**src/rtl/tick_timer_arbiter.sv**
```systemverilog
// Round-robin arbiter for two requesters sharing one programmable tick divider.
// The winner runs cnt divider periods of length dvsr (0 means 2^N) and then gets a done pulse.
module tick_timer_arbiter #(
  parameter int unsigned N = 8,
  parameter int unsigned C = 8
) (
  input  logic         clk,
  input  logic         reset,
  input  logic [1:0]   req,
  input  logic [N-1:0] dvsr0,
  input  logic [N-1:0] dvsr1,
  input  logic [C-1:0] cnt0,
  input  logic [C-1:0] cnt1,
  output logic [1:0]   grant,
  output logic         busy,
  output logic         tick,
  output logic [N-1:0] q,
  output logic [1:0]   done
);

  typedef enum logic [1:0] {S_IDLE, S_RUN, S_DONE} state_t;

  state_t       r_state;
  logic [1:0]   r_grant;
  logic         r_busy;
  logic         r_tick;
  logic [N-1:0] r_q;
  logic [1:0]   r_done;
  logic [C-1:0] r_tcnt;
  logic         r_last;
  logic         r_idx;
  logic [N-1:0] r_dvsr;
  logic [C-1:0] r_cnt;

  logic         w_win;
  logic [1:0]   w_win_oh;
  logic [1:0]   w_idx_oh;
  logic [N-1:0] w_sel_dvsr;
  logic [C-1:0] w_sel_cnt;
  logic [N-1:0] w_dm1;
  logic         w_at_tc;
  logic [N-1:0] w_q_nxt;
  logic         w_last_tick;

  // A lone requester wins outright; on a tie the one not served last wins.
  always_comb begin
    w_win = ~r_last;
    if (req == 2'b01) begin
      w_win = 1'b0;
    end else if (req == 2'b10) begin
      w_win = 1'b1;
    end
  end

  assign w_win_oh   = w_win ? 2'b10 : 2'b01;
  assign w_idx_oh   = r_idx ? 2'b10 : 2'b01;
  assign w_sel_dvsr = w_win ? dvsr1 : dvsr0;
  assign w_sel_cnt  = w_win ? cnt1 : cnt0;

  // Terminal count is D-1 modulo 2^N, so a zero divisor naturally gives a 2^N period.
  assign w_dm1       = r_dvsr - N'(1);
  assign w_at_tc     = (r_q == w_dm1);
  assign w_q_nxt     = w_at_tc ? '0 : r_q + N'(1);
  assign w_last_tick = w_at_tc && (r_tcnt == r_cnt - C'(1));

  always_ff @(posedge clk) begin
    if (!reset) begin
      r_state <= S_IDLE;
      r_grant <= '0;
      r_busy  <= 1'b0;
      r_tick  <= 1'b0;
      r_q     <= '0;
      r_done  <= '0;
      r_tcnt  <= '0;
      r_last  <= 1'b1;
      r_idx   <= 1'b0;
      r_dvsr  <= '0;
      r_cnt   <= '0;
    end else begin
      r_done <= '0;
      r_tick <= 1'b0;
      case (r_state)
        S_IDLE: begin
          if (req != 2'b00) begin
            r_idx  <= w_win;
            r_dvsr <= w_sel_dvsr;
            r_cnt  <= w_sel_cnt;
            r_q    <= '0;
            r_tcnt <= '0;
            if (w_sel_cnt == '0) begin
              r_state <= S_DONE;
              r_done  <= w_win_oh;
            end else begin
              r_state <= S_RUN;
              r_grant <= w_win_oh;
              r_busy  <= 1'b1;
              r_tick  <= (w_sel_dvsr == N'(1));
            end
          end
        end
        S_RUN: begin
          if (!req[r_idx]) begin
            r_state <= S_IDLE;
            r_last  <= r_idx;
            r_grant <= '0;
            r_busy  <= 1'b0;
            r_q     <= '0;
          end else if (w_last_tick) begin
            r_state <= S_DONE;
            r_done  <= w_idx_oh;
            r_grant <= '0;
            r_busy  <= 1'b0;
            r_q     <= '0;
          end else begin
            r_q    <= w_q_nxt;
            r_tick <= (w_q_nxt == w_dm1);
            if (w_at_tc) begin
              r_tcnt <= r_tcnt + C'(1);
            end
          end
        end
        S_DONE: begin
          r_last  <= r_idx;
          r_state <= S_IDLE;
        end
        default: begin
          r_state <= S_IDLE;
        end
      endcase
    end
  end

  assign grant = r_grant;
  assign busy  = r_busy;
  assign tick  = r_tick;
  assign q     = r_q;
  assign done  = r_done;

endmodule

```
**config.mk**
```make
export PLATFORM = sky130hd
export DESIGN_NAME = tick_timer_arbiter
export DESIGN_NICKNAME = d
export VERILOG_FILES = /design/src/rtl/tick_timer_arbiter.sv
export SDC_FILE = /design/constraint.sdc
export NUM_CORES = 1
export LEC_CHECK = 0
export BUFFER_PORTS_ARGS = -buffer_cell sky130_fd_sc_hd__buf_4
export CORE_MARGIN = 5
export CORE_UTILIZATION = 40
export DETAILED_ROUTE_END_ITERATION = 12
export GPL_TIMING_DRIVEN = 0
export SLEW_MARGIN = 20
export SYNTH_ARGS = -nofsm -noshare
export SYNTH_HDL_FRONTEND = slang
export SYNTH_SLANG_ARGS = --single-unit
```
**constraint.sdc**
```tcl
create_clock -name clk -period 2.8 [get_ports clk]
set_input_delay 0.28 -clock clk [delete_from_list [all_inputs] [get_ports clk]]
set_output_delay 0.28 -clock clk [all_outputs]
set_load 0.05 [all_outputs]
```
==> metrics.log <==
INFO  metric run_status = completed
INFO  metric rr_startpoint = r_dvsr[0]
INFO  metric wl = 7570 um
INFO  metric setup_viol_count_final = 0
INFO  metric synthesis.area_per_instance = 8.28 um2
INFO  metric p_seq_frac = 0.445
INFO  metric irDropWorstVdd = 242 uV
INFO  metric final.setup_skew = 0.00465 ns
INFO  metric number_of_antenna_violations_at_the_first_check_in_global_routing = 0
INFO  metric r2r_setup_slack = 0.12 ns
INFO  metric setup.worst_path.start_class = flip-flop
INFO  metric crit_buf_inv = 2
INFO  metric die_x = 93.3 um
INFO  metric boundaryPins = 50
INFO  metric synth.net_count = 375
INFO  metric p_int = 1020 uW
INFO  metric ys_ff_latch = 42
INFO  metric finalCriticalPeriod = 2.68 ns
INFO  metric place_worst_setup_slack = -0.258 ns
INFO  metric yosysWarningCount = 0
INFO  metric crit-reg2reg-capture = r_tcnt[2]
INFO  metric postRouteAntennaNets = 0
INFO  metric clock_power_share = 0.243
INFO  metric min-delay-path-class = in -> reg
INFO  metric insertion_delay = 0.29 ns
INFO  metric synth_cell_types = 57
INFO  metric hp-start = cnt1[1]
INFO  metric multi_input_area = 1860 um2
INFO  metric first_iter_violations = 71
INFO  metric endpoint_kind = flip-flop
INFO  metric vias = 2760
INFO  metric cellPowerDensity = 453 nW/um2
INFO  metric vias_per_cell = 5.82
INFO  metric finalHoldViolCount = 0
INFO  metric fp.dieH = 93.3 um
INFO  metric clk_pin_slew_worst_paths = 0.08 ns
INFO  metric cts_hold_repair.buffers = 0
INFO  metric numPortBuffers = 49
INFO  metric syn2layout_area_growth = 22.4%
INFO  metric vias_in_the_first_global_route = 2738
INFO  metric rsz0062_at_grt = yes
INFO  metric worst_slew_margin_rel = 0.515
INFO  metric globalRoute.totalOverflow = 0
INFO  metric numCtsBuffers = 5
INFO  metric place.gp.congestion = 0.811
INFO  metric worst_pin_slew = 0.727 ns
INFO  metric clock_tree.buffer_depth = 2
INFO  metric clock_sinks = 42
INFO  metric grt_max_degree = 12
INFO  metric power_frac_comb = 0.312
INFO  metric die_outline_area = 8700 um2
INFO  metric netSwitchingFraction = 0.334
INFO  metric maxClockFrequency = 373 MHz
INFO  metric post-route-drc-count = 0
INFO  metric synth_top_flop_cell = sky130_fd_sc_hd__dfxtp_1
INFO  metric syn-instance-count = 335
INFO  metric grt_use_total = 0.179
INFO  metric place.detailed.hpwl = 5890 um
INFO  metric synth_sequential_area_ratio = 0.303
INFO  metric fin_tns_setup = 0 ns
INFO  metric timing.critical_path.arrival = 2.90 ns
INFO  metric timing.critical_path.cells = inv_1 > ha_1 > nor3b_2 > xnor2_2 > o32ai_1 > and4bb_2 > nand3_2 > buf_6 > or4_1 > a21oi_1
INFO  metric required = 3.02 ns
INFO  metric crit_path_top_delay_cell = sky130_fd_sc_hd__or4_1
INFO  metric worstHoldPathCells = 3
INFO  metric rows = 30
INFO  metric hold-path-endpoint = r_cnt[1]
INFO  metric path_delay_family = simple AND/OR/NAND/NOR gates
INFO  metric crit_path_max_fanout = 10
INFO  metric wire_per_inst = 16.0 um
INFO  metric tritoncts_clock_tree = done
INFO  metric max_cap_violations = 0
INFO  metric timing_worst_setup_path_type = reg -> reg
INFO  metric cts-htree-levels = 2
INFO  metric synth-async-reset-ratio = 0
INFO  metric slowest_delay = 0.46 ns
INFO  metric total_leakage_power = 0.00135 uW
INFO  metric drtPass1Iterations = 6
INFO  metric worst-r2r-cell-count = 10
INFO  metric min_period_over_period = 0.957
INFO  metric drv_slew = 0
INFO  metric fp.coreArea = 6760 um2
INFO  metric post-route-worst-setup-slack = 0.120 ns
INFO  metric root_buffer = sky130_fd_sc_hd__clkbuf_8
INFO  metric antenna-diode-count = 0
INFO  metric layout-drive-gt1-share = 0.213
INFO  metric final_net_count = 434
INFO  metric initial_core_utilization = 0.410
INFO  metric register_area = 845 um2
INFO  metric power_switching = 512 uW
INFO  metric n_fill_cell = 674
INFO  metric grt_first_pass_wirelength = 12700 um
INFO  metric total_standard_cell_area_after_synthesis = 2770 um2
INFO  metric synth-edff-count = 0
power groups by stage:
stage / Sequential [uW] / Combinational, uW / Clock (uW)
after floorplan: 696 / 311 / 0
after global placement: 690 / 445 / 0
after detailed placement: 691 / 452 / 0
after CTS: 678 / 468 / 389
after global routing: 691 / 528 / 414
final: 683 / 479 / 373
worst register-to-register path, stage by stage, from the launching register on:
cell	delay (ns)
sky130_fd_sc_hd__dfxtp_2	0.42
sky130_fd_sc_hd__inv_1	0.08
sky130_fd_sc_hd__ha_1	0.25
sky130_fd_sc_hd__nor3b_2	0.19
sky130_fd_sc_hd__xnor2_2	0.19
sky130_fd_sc_hd__o32ai_1	0.11
sky130_fd_sc_hd__and4bb_2	0.39
sky130_fd_sc_hd__nand3_2	0.18
sky130_fd_sc_hd__buf_6	0.19
sky130_fd_sc_hd__or4_1	0.46
sky130_fd_sc_hd__a21oi_1	0.14
what timing repair did:
| action | in CTS | in global routing |
|---|---|---|
| gates resized for setup | 5 | 6 |
| setup endpoints to repair | 10 | 20 |
| buffers inserted | 2 | 2 |
| pin swaps | 2 | 4 |
layout make-up:
| cell class | count | area share |
|---|---|---|
| Inverter | 11 | 0.0122 |
| Buffer | 16 | 0.0203 |
| Clock buffer | 7 | 0.0225 |
| Tap cell | 80 | 0.0295 |
| Multi-Input combinational cell | 265 | 0.549 |
| Sequential cell | 42 | 0.249 |
| Timing Repair Buffer | 53 | 0.117 |
stage by stage:
step / cell area, um2 / utilization / power (uW) / std cells / hold WS [ns]
2_1_floorplan: 2770 / - / 1010 / 335 / 0.463
3_3_place_gp: 3240 / 0.480 / 1140 / 464 / 0.477
3_5_place_dp: 3240 / 0.480 / 1140 / 464 / 0.476
4_1_cts: 3350 / 0.496 / 1530 / 473 / 0.340
5_1_grt: 3390 / 0.502 / 1630 / 474 / 0.361
6_report: 3390 / 0.502 / 1540 / 474 / 0.343
cells in the mapped netlist, drive strengths merged, types with 4 or more instances:
library cell	number	area, um2
or3	5	31.3
nand2	20	75.1
xor2	8	70.1
inv	10	37.5
nor2b	7	43.8
o21ai	6	30.0
or4	6	45.0
a211oi	20	150
dfxtp	42	841
ha	4	50.1
xnor2	18	158
clkbuf	14	52.6
nand3	17	90.1
o31ai	6	45.0
nor3	5	25.0
a31oi	4	25.0
a21oi	19	95.1
nor4	9	62.6
or2	4	25.0
mux2i	19	190
nor2	34	128
a22oi	6	45.0
cell usage in the layout (no fill, tap or decap), types with 2 or more instances in the layout:
master	Yosys	final
sky130_fd_sc_hd__nand2b_1	3	3
sky130_fd_sc_hd__nand3_1	16	16
sky130_fd_sc_hd__o21bai_1	3	3
sky130_fd_sc_hd__o32ai_1	3	3
sky130_fd_sc_hd__and3_1	3	3
sky130_fd_sc_hd__inv_1	10	10
sky130_fd_sc_hd__nor3_2	0	2
sky130_fd_sc_hd__nor4_1	8	8
sky130_fd_sc_hd__o211ai_1	3	3
sky130_fd_sc_hd__mux2_2	2	2
sky130_fd_sc_hd__nor2_1	34	34
sky130_fd_sc_hd__a21oi_1	19	18
sky130_fd_sc_hd__or2_2	4	4
sky130_fd_sc_hd__nand4b_1	3	3
sky130_fd_sc_hd__a22oi_1	6	6
sky130_fd_sc_hd__clkbuf_8	0	5
sky130_fd_sc_hd__mux2i_1	19	19
sky130_fd_sc_hd__a31oi_1	4	3
sky130_fd_sc_hd__nor2b_1	7	7
sky130_fd_sc_hd__and4_1	3	3
sky130_fd_sc_hd__or3_1	5	5
sky130_fd_sc_hd__a211oi_1	20	19
sky130_fd_sc_hd__nand2_1	20	20
sky130_fd_sc_hd__nor3_1	5	3
sky130_fd_sc_hd__clkbuf_1	14	14
sky130_fd_sc_hd__xnor2_2	0	2
sky130_fd_sc_hd__buf_4	0	53
sky130_fd_sc_hd__buf_1	2	2
sky130_fd_sc_hd__ha_1	4	4
sky130_fd_sc_hd__or4_1	6	6
sky130_fd_sc_hd__xor2_1	8	8
sky130_fd_sc_hd__nand4_1	3	3
sky130_fd_sc_hd__dfxtp_2	0	3
sky130_fd_sc_hd__xnor2_1	18	16
sky130_fd_sc_hd__nor4b_1	2	2
sky130_fd_sc_hd__o21ai_0	6	6
sky130_fd_sc_hd__dfxtp_1	42	39
sky130_fd_sc_hd__o31ai_1	6	6
how the worst max path moves through the flow:
stage | start | to | cells past startpoint
after floorplan | r_dvsr[0] | r_tcnt[2] | 10
after global placement | r_dvsr[0] | r_tcnt[2] | 10
after detailed placement | r_dvsr[0] | r_tcnt[2] | 10
after CTS | r_cnt[0] | done[1] | 11
after global routing | r_dvsr[0] | r_tcnt[2] | 10
final | r_dvsr[0] | r_tcnt[2] | 10
routing by layer:
layer	wire, um	GRT usage
met5	0	0
met2	3860	0.314
met1	3440	0.225
met3	185	0.0274
met4	85	0.0501
registers in the layout, indices dropped and copies added, names as in the netlist:
register	cells
r_last	1
busy	1
q	8
r_state	2
grant	2
r_cnt	8
r_idx	1
tick	1
r_dvsr	8
r_tcnt	8
done	2
logic make-up after synthesis:
kind of cell,count (synthesis),synth area share
AO/OA/AOI/OAI,82,0.208
XOR/XNOR,27,0.0907
adder cells (fa/ha/maj),5,0.0217
buffers and inverters,28,0.0406
flip-flops,42,0.303
multiplexers,21,0.0767
AND/OR/NAND/NOR,130,0.259
Note: power is estimated with default switching activity, not from simulation.
